## config.mk

```make
export PLATFORM = sky130hd
export DESIGN_NAME = multicycle_controller
export DESIGN_NICKNAME = d
export VERILOG_FILES = /design/src/rtl/riscv_pkg.sv /design/src/rtl/mc_instret_counter.sv /design/src/rtl/multicycle_controller.sv
export SDC_FILE = /design/constraint.sdc
export NUM_CORES = 1
export LEC_CHECK = 0
export ABC_AREA = 1
export ABC_CLOCK_PERIOD_IN_PS = 3000
export CORE_ASPECT_RATIO = 1.4
export CORE_MARGIN = 1.5
export CORE_UTILIZATION = 52
export CTS_CLUSTER_SIZE = 8
export DETAILED_ROUTE_END_ITERATION = 12
export PLACE_DENSITY = 0.93
export RECOVER_POWER = 25
export REMOVE_ABC_BUFFERS = 1
export SETUP_SLACK_MARGIN = 0.2
export SKIP_CTS_REPAIR_TIMING = 1
export SYNTH_ARGS = -nofsm -noshare
export SYNTH_HDL_FRONTEND = slang
export SYNTH_HIERARCHICAL = 1
export SYNTH_SLANG_ARGS = --single-unit
export TNS_END_PERCENT = 20
```

## constraint.sdc

```tcl
create_clock -name clk_i -period 3 [get_ports clk_i]
set_input_delay 0.3 -clock clk_i [delete_from_list [all_inputs] [get_ports clk_i]]
set_output_delay 0.3 -clock clk_i [all_outputs]
set_load 0.01 [all_outputs]
```

## src/rtl/riscv_pkg.sv

```systemverilog
// Shared encodings for the multicycle RISC-V control path: FSM states,
// major opcodes and the datapath mux/control select values.
package riscv_pkg;

  typedef enum logic [3:0] {
    S_FETCH  = 4'd0,
    S_DECODE = 4'd1,
    S_MEMADR = 4'd2,
    S_MEMRD  = 4'd3,
    S_MEMWB  = 4'd4,
    S_MEMWR  = 4'd5,
    S_EXR    = 4'd6,
    S_EXI    = 4'd7,
    S_ALUWB  = 4'd8,
    S_BRANCH = 4'd9,
    S_JAL    = 4'd10,
    S_JALR   = 4'd11,
    S_LUI    = 4'd12,
    S_TRAP   = 4'd13
  } state_t;

  localparam logic [6:0] OP_LOAD   = 7'b0000011;
  localparam logic [6:0] OP_STORE  = 7'b0100011;
  localparam logic [6:0] OP_RTYPE  = 7'b0110011;
  localparam logic [6:0] OP_ITYPE  = 7'b0010011;
  localparam logic [6:0] OP_BRANCH = 7'b1100011;
  localparam logic [6:0] OP_JAL    = 7'b1101111;
  localparam logic [6:0] OP_JALR   = 7'b1100111;
  localparam logic [6:0] OP_LUI    = 7'b0110111;

  localparam logic [1:0] SRCA_PC    = 2'b00;
  localparam logic [1:0] SRCA_OLDPC = 2'b01;
  localparam logic [1:0] SRCA_RS1   = 2'b10;

  localparam logic [1:0] SRCB_RS2  = 2'b00;
  localparam logic [1:0] SRCB_IMM  = 2'b01;
  localparam logic [1:0] SRCB_FOUR = 2'b10;

  localparam logic [1:0] ALU_ADD   = 2'b00;
  localparam logic [1:0] ALU_SUB   = 2'b01;
  localparam logic [1:0] ALU_FUNCT = 2'b10;

  localparam logic [2:0] IMM_I = 3'b000;
  localparam logic [2:0] IMM_S = 3'b001;
  localparam logic [2:0] IMM_B = 3'b010;
  localparam logic [2:0] IMM_J = 3'b011;
  localparam logic [2:0] IMM_U = 3'b100;

  localparam logic [1:0] RES_ALU = 2'b00;
  localparam logic [1:0] RES_MEM = 2'b01;
  localparam logic [1:0] RES_PC4 = 2'b10;
  localparam logic [1:0] RES_IMM = 2'b11;

  localparam logic [1:0] BR_NONE = 2'b00;
  localparam logic [1:0] BR_COND = 2'b01;
  localparam logic [1:0] BR_JAL  = 2'b10;
  localparam logic [1:0] BR_JALR = 2'b11;

endpackage

```

## src/rtl/mc_instret_counter.sv

```systemverilog
// Retired-instruction counter; wraps modulo 2**CNT_W, cleared by async reset.
module mc_instret_counter #(
  parameter int CNT_W = 32
) (
  input  logic             clk,
  input  logic             rst,
  input  logic             inc,
  output logic [CNT_W-1:0] count
);

  localparam logic [CNT_W-1:0] ONE = {{(CNT_W-1){1'b0}}, 1'b1};

  always_ff @(posedge clk or posedge rst) begin
    if (rst) begin
      count <= '0;
    end else if (inc) begin
      count <= count + ONE;
    end
  end

endmodule

```

## src/rtl/multicycle_controller.sv

```systemverilog
// Multicycle RISC-V control FSM: state register plus combinational output decode,
// and a retired-instruction counter bumped on every non-trap return to fetch.
module multicycle_controller
  import riscv_pkg::*;
#(
  parameter int CNT_W     = 32,
  parameter bit TRAP_HALT = 1'b1
) (
  input  logic             clk_i,
  input  logic             rst_i,
  input  logic [6:0]       op_i,
  input  logic             memAck_i,
  output logic             memReq_o,
  output logic             memWrite_o,
  output logic             adrSrc_o,
  output logic             irWrite_o,
  output logic             pcWrite_o,
  output logic [1:0]       branch_o,
  output logic [1:0]       aluSrcA_o,
  output logic [1:0]       aluSrcB_o,
  output logic [1:0]       aluOp_o,
  output logic [2:0]       immSrc_o,
  output logic [1:0]       resultSrc_o,
  output logic             regWrite_o,
  output logic             illegal_o,
  output logic             halted_o,
  output logic [CNT_W-1:0] instret_o
);

  state_t state;
  state_t next_state;
  logic   trap_q;
  logic   retire;

  always_ff @(posedge clk_i or posedge rst_i) begin
    if (rst_i) begin
      state  <= S_FETCH;
      trap_q <= 1'b0;
    end else begin
      state  <= next_state;
      trap_q <= (state == S_TRAP);
    end
  end

  always_comb begin
    next_state = state;
    case (state)
      S_FETCH:  if (memAck_i) next_state = S_DECODE;
      S_DECODE: begin
        case (op_i)
          OP_LOAD, OP_STORE: next_state = S_MEMADR;
          OP_RTYPE:          next_state = S_EXR;
          OP_ITYPE:          next_state = S_EXI;
          OP_BRANCH:         next_state = S_BRANCH;
          OP_JAL:            next_state = S_JAL;
          OP_JALR:           next_state = S_JALR;
          OP_LUI:            next_state = S_LUI;
          default:           next_state = S_TRAP;
        endcase
      end
      S_MEMADR: next_state = op_i[5] ? S_MEMWR : S_MEMRD;
      S_MEMRD:  if (memAck_i) next_state = S_MEMWB;
      S_MEMWR:  if (memAck_i) next_state = S_FETCH;
      S_EXR,
      S_EXI:    next_state = S_ALUWB;
      S_MEMWB,
      S_ALUWB,
      S_BRANCH,
      S_JAL,
      S_JALR,
      S_LUI:    next_state = S_FETCH;
      S_TRAP:   if (!TRAP_HALT) next_state = S_FETCH;
      default:  next_state = S_FETCH;
    endcase
  end

  always_comb begin
    memReq_o    = 1'b0;
    memWrite_o  = 1'b0;
    adrSrc_o    = 1'b0;
    irWrite_o   = 1'b0;
    pcWrite_o   = 1'b0;
    branch_o    = BR_NONE;
    aluSrcA_o   = SRCA_PC;
    aluSrcB_o   = SRCB_RS2;
    aluOp_o     = ALU_ADD;
    immSrc_o    = IMM_I;
    resultSrc_o = RES_ALU;
    regWrite_o  = 1'b0;
    illegal_o   = 1'b0;
    halted_o    = 1'b0;
    case (state)
      S_FETCH: begin
        memReq_o = 1'b1;
        // The IR/PC strobes only fire on the acknowledged cycle; reset keeps them quiet.
        if (memAck_i && !rst_i) begin
          irWrite_o = 1'b1;
          pcWrite_o = 1'b1;
          aluSrcA_o = SRCA_PC;
          aluSrcB_o = SRCB_FOUR;
          aluOp_o   = ALU_ADD;
        end
      end
      S_DECODE: begin
        aluSrcA_o = SRCA_OLDPC;
        aluSrcB_o = SRCB_IMM;
        immSrc_o  = IMM_B;
        aluOp_o   = ALU_ADD;
      end
      S_MEMADR: begin
        aluSrcA_o = SRCA_RS1;
        aluSrcB_o = SRCB_IMM;
        aluOp_o   = ALU_ADD;
        immSrc_o  = op_i[5] ? IMM_S : IMM_I;
      end
      S_MEMRD: begin
        memReq_o = 1'b1;
        adrSrc_o = 1'b1;
      end
      S_MEMWB: begin
        regWrite_o  = 1'b1;
        resultSrc_o = RES_MEM;
      end
      S_MEMWR: begin
        memReq_o   = 1'b1;
        memWrite_o = 1'b1;
        adrSrc_o   = 1'b1;
      end
      S_EXR: begin
        aluSrcA_o = SRCA_RS1;
        aluSrcB_o = SRCB_RS2;
        aluOp_o   = ALU_FUNCT;
      end
      S_EXI: begin
        aluSrcA_o = SRCA_RS1;
        aluSrcB_o = SRCB_IMM;
        immSrc_o  = IMM_I;
        aluOp_o   = ALU_FUNCT;
      end
      S_ALUWB: begin
        regWrite_o  = 1'b1;
        resultSrc_o = RES_ALU;
      end
      S_BRANCH: begin
        branch_o  = BR_COND;
        aluSrcA_o = SRCA_RS1;
        aluSrcB_o = SRCB_RS2;
        aluOp_o   = ALU_SUB;
      end
      S_JAL: begin
        branch_o    = BR_JAL;
        immSrc_o    = IMM_J;
        regWrite_o  = 1'b1;
        resultSrc_o = RES_PC4;
      end
      S_JALR: begin
        branch_o    = BR_JALR;
        aluSrcA_o   = SRCA_RS1;
        aluSrcB_o   = SRCB_IMM;
        immSrc_o    = IMM_I;
        regWrite_o  = 1'b1;
        resultSrc_o = RES_PC4;
      end
      S_LUI: begin
        regWrite_o  = 1'b1;
        resultSrc_o = RES_IMM;
        immSrc_o    = IMM_U;
      end
      S_TRAP: begin
        // trap_q marks cycles after the first, so the pulse is one cycle even when halted.
        illegal_o = !trap_q;
        halted_o  = TRAP_HALT;
      end
      default: begin
        memReq_o = 1'b0;
      end
    endcase
  end

  assign retire = (next_state == S_FETCH) && (state != S_FETCH) && (state != S_TRAP);

  mc_instret_counter #(
    .CNT_W(CNT_W)
  ) u_instret (
    .clk   (clk_i),
    .rst   (rst_i),
    .inc   (retire),
    .count (instret_o)
  );

endmodule
```

==> results.tsv <==
metric	value	unit
DRC viols	0	
Max Root-Sink Buffers	2	
worst path required time	3180	ps
final setup TNS	0	ps
Mapped Area	2300	um2
Die Height	81.8	um
placed cell areas	3000	um2
total grt overflow	0	
synth top area cells	dfrtp_1 (40%), nand2_1 (14%), nor2_1 (7.7%)	
crit path time final	2490	ps
DR vias	2263	
Mean Syn Cell Area	7.34	um2
vias in the first global route	2089	
site row count	28	
R2R cell count	15	
Hold Crit Class	primary input to async pin	
Worst Skew	4.95	ps
top cells by count, synth	nand2_1 (86), nor2_1 (47), inv_1 (40), dfrtp_1 (37), nand3_1 (22)	
Seq pwr share	0.576	
RSZ-0062 raised after global routing	no	
PD cells	281	nW/um2
status	complete, but fails checks	
via/cell ratio	5.10	
Rel. slew slack	-0.131	
P_leak	1.47	nW
Ys Warns	6	
cell area after layout	3080	um2
clock root buffer	clkbuf_8	
Clock Pin Slew Worst Setup and Hold Paths	70	ps
Sw Share	0.223	
DR pass1 iterations	4	
f_max	401	MHz
Synth top area share	0.402	
count leader, synth	nand2_1	
Top FF cell, synth	dfrtp_1	
FF+latch count, synth	37	
initial core utilization	0.544	
Logic pwr share	0.039	
worst vdd ir	330	uV
DIE WIDTH	59.3	um
cell taking the most area after synthesis	dfrtp_1	
sequential element share of the synthesized area	0.402	
failing checks	max-capacitance violations, max-slew violations	
gpl congestion	0.946	
ys async rst share	1.00	
Setup crit end kind	flop	
routed wire length	5.70	mm
Finished Core Util	0.726	
Synth-to-Final Area Change	33.6	%
WP data arrival	2680	ps
final hold vios	0	
I/O Buffers	62	
H-tree depth	2	
final period utilization	0.832	
Routed WL per cell	12.8	um
first-pass GRT wire length	9.07	mm
fin. max-slew vios	33	
antenna violations before repair	0	
Post-Syn Instances	314	
DP HPWL	4.38	mm
Core Footprint	4240	um2
largest net degree at the start of global routing	33	
clock group share of total power	0.385	
max_cap viols	1	
Critical Setup Path Class	primary input to flop	
later-pin clock latency in the skew report	290	ps
synth unique cells	27	
type of origin of the critical path	primary input	
share of post-route cells with drive strength above 1	0.107	
critical path peak fanout	7	
Clock Sinks	37	
CTS tree	done	
# IOs	63	
antenna viol nets, final	0	
internal power	673	uW
number of flops mapped to enable cells by yosys	0	
sw power	193	uW
Total GRT Usage	0.249	
full die area	4850	um2
drt initial violations	96	
worst slew pin tran	1700	ps
CTS Buf Count	5	
Layout Nets	394	
n_diodes	0	
setup violators final	0	
==> routing by layer <==
metal | global-route usage | vias up | share of wire
met4 | 0.102 | 0 | 0.022
li1 | - | 1109 | -
met1 | 0.284 | 1071 | 0.39
met3 | 0.0504 | 12 | 0.049
met2 | 0.445 | 71 | 0.54
met5 | 0 | - | 0
==> path summary, 6_finish.rpt <==
path / startpoint / endpoint / slack [ps]
setup / recovery: op_i[3] / u_instret/count[27] / 510
setup reg to reg: state[0] / u_instret/count[27] / 580
max in group asynchronous: rst_i / u_instret/count[7] / 900
hold reg to reg: u_instret/count[31] / u_instret/count[31] / 500
min in group clk_i: u_instret/count[31] / u_instret/count[31] / 500
hold / removal: rst_i / state[2] / 410
==> final cells by class <==
| class | count | area (um2) |
|---|---|---|
| fillers | 341 | 1160 |
| clock buffers | 6 | 72.6 |
| inverters | 47 | 178 |
| multi-input cells | 229 | 1190 |
| well taps | 60 | 75.1 |
| repair buffers | 63 | 624 |
| flip-flops and latches | 37 | 926 |
| clock inverters | 2 | 10.0 |
==> kinds of logic after synthesis <==
family          share of synthesized area
flops                               0.402
xor+xnor                           0.0798
mux                               0.00489
compound gates                     0.0147
simple gates                        0.413
buf+inv                            0.0803
fa+ha+maj                         0.00543
==> cell usage in the layout (no fill, tap or decap) <==
cell type,count
a21oi_1,2
and2_1,1
clkbuf_1,2
clkbuf_8,5
clkdlybuf4s50_1,61
clkinv_2,3
dfrtp_1,37
dlygate4sd3_1,1
ha_1,1
inv_1,40
inv_2,6
mux2_2,1
nand2_1,86
nand2_2,7
nand2_4,2
nand3_1,22
nand3_2,1
nand3b_1,2
nand4_1,14
nor2_1,47
nor2_2,7
nor2_4,6
nor2_8,1
nor3_1,2
nor3_2,1
o21ai_0,3
o21ai_2,1
or3_1,1
xnor2_1,8
xor2_1,13
==> stage by stage <==
stage	setup WS, ps	total power [mW]	hold WS, ps	std cells
2_1_floorplan	902	0.523	78.5	313
3_3_place_gp	353	0.542	479	436
3_5_place_dp	246	0.543	490	436
4_1_cts	546	0.873	288	444
5_1_grt	325	0.897	427	444
6_report	505	0.865	407	444
==> power by group through the flow <==
stage | clock, mW | sequential (mW) | combinational, mW
3_5_place_dp | 0 | 0.508 | 0.0349
2_1_floorplan | 0 | 0.508 | 0.0153
3_3_place_gp | 0 | 0.508 | 0.0339
5_1_grt | 0.360 | 0.498 | 0.0382
6_report | 0.333 | 0.499 | 0.0334
4_1_cts | 0.339 | 0.499 | 0.0350
==> critical path: stages <==
cell	delay, ps
clkdlybuf4s50_1	440
nor2_1	170
nand3_1	140
nand2_1	110
inv_1	50
nand2_1	70
nand2_1	50
nand2_1	70
nand3_1	60
nor2_1	290
nand2_1	160
nor2_4	230
nand2_1	150
nor2_4	150
nand3_1	100
nand2_1	80
nand2_1	50
==> state kept, by name, indices dropped and copies added (netlist names) <==
signal	cells
u_instret/count	32
trap_q	1
state	4
No activity file was read; power rests on OpenSTA's default activity.
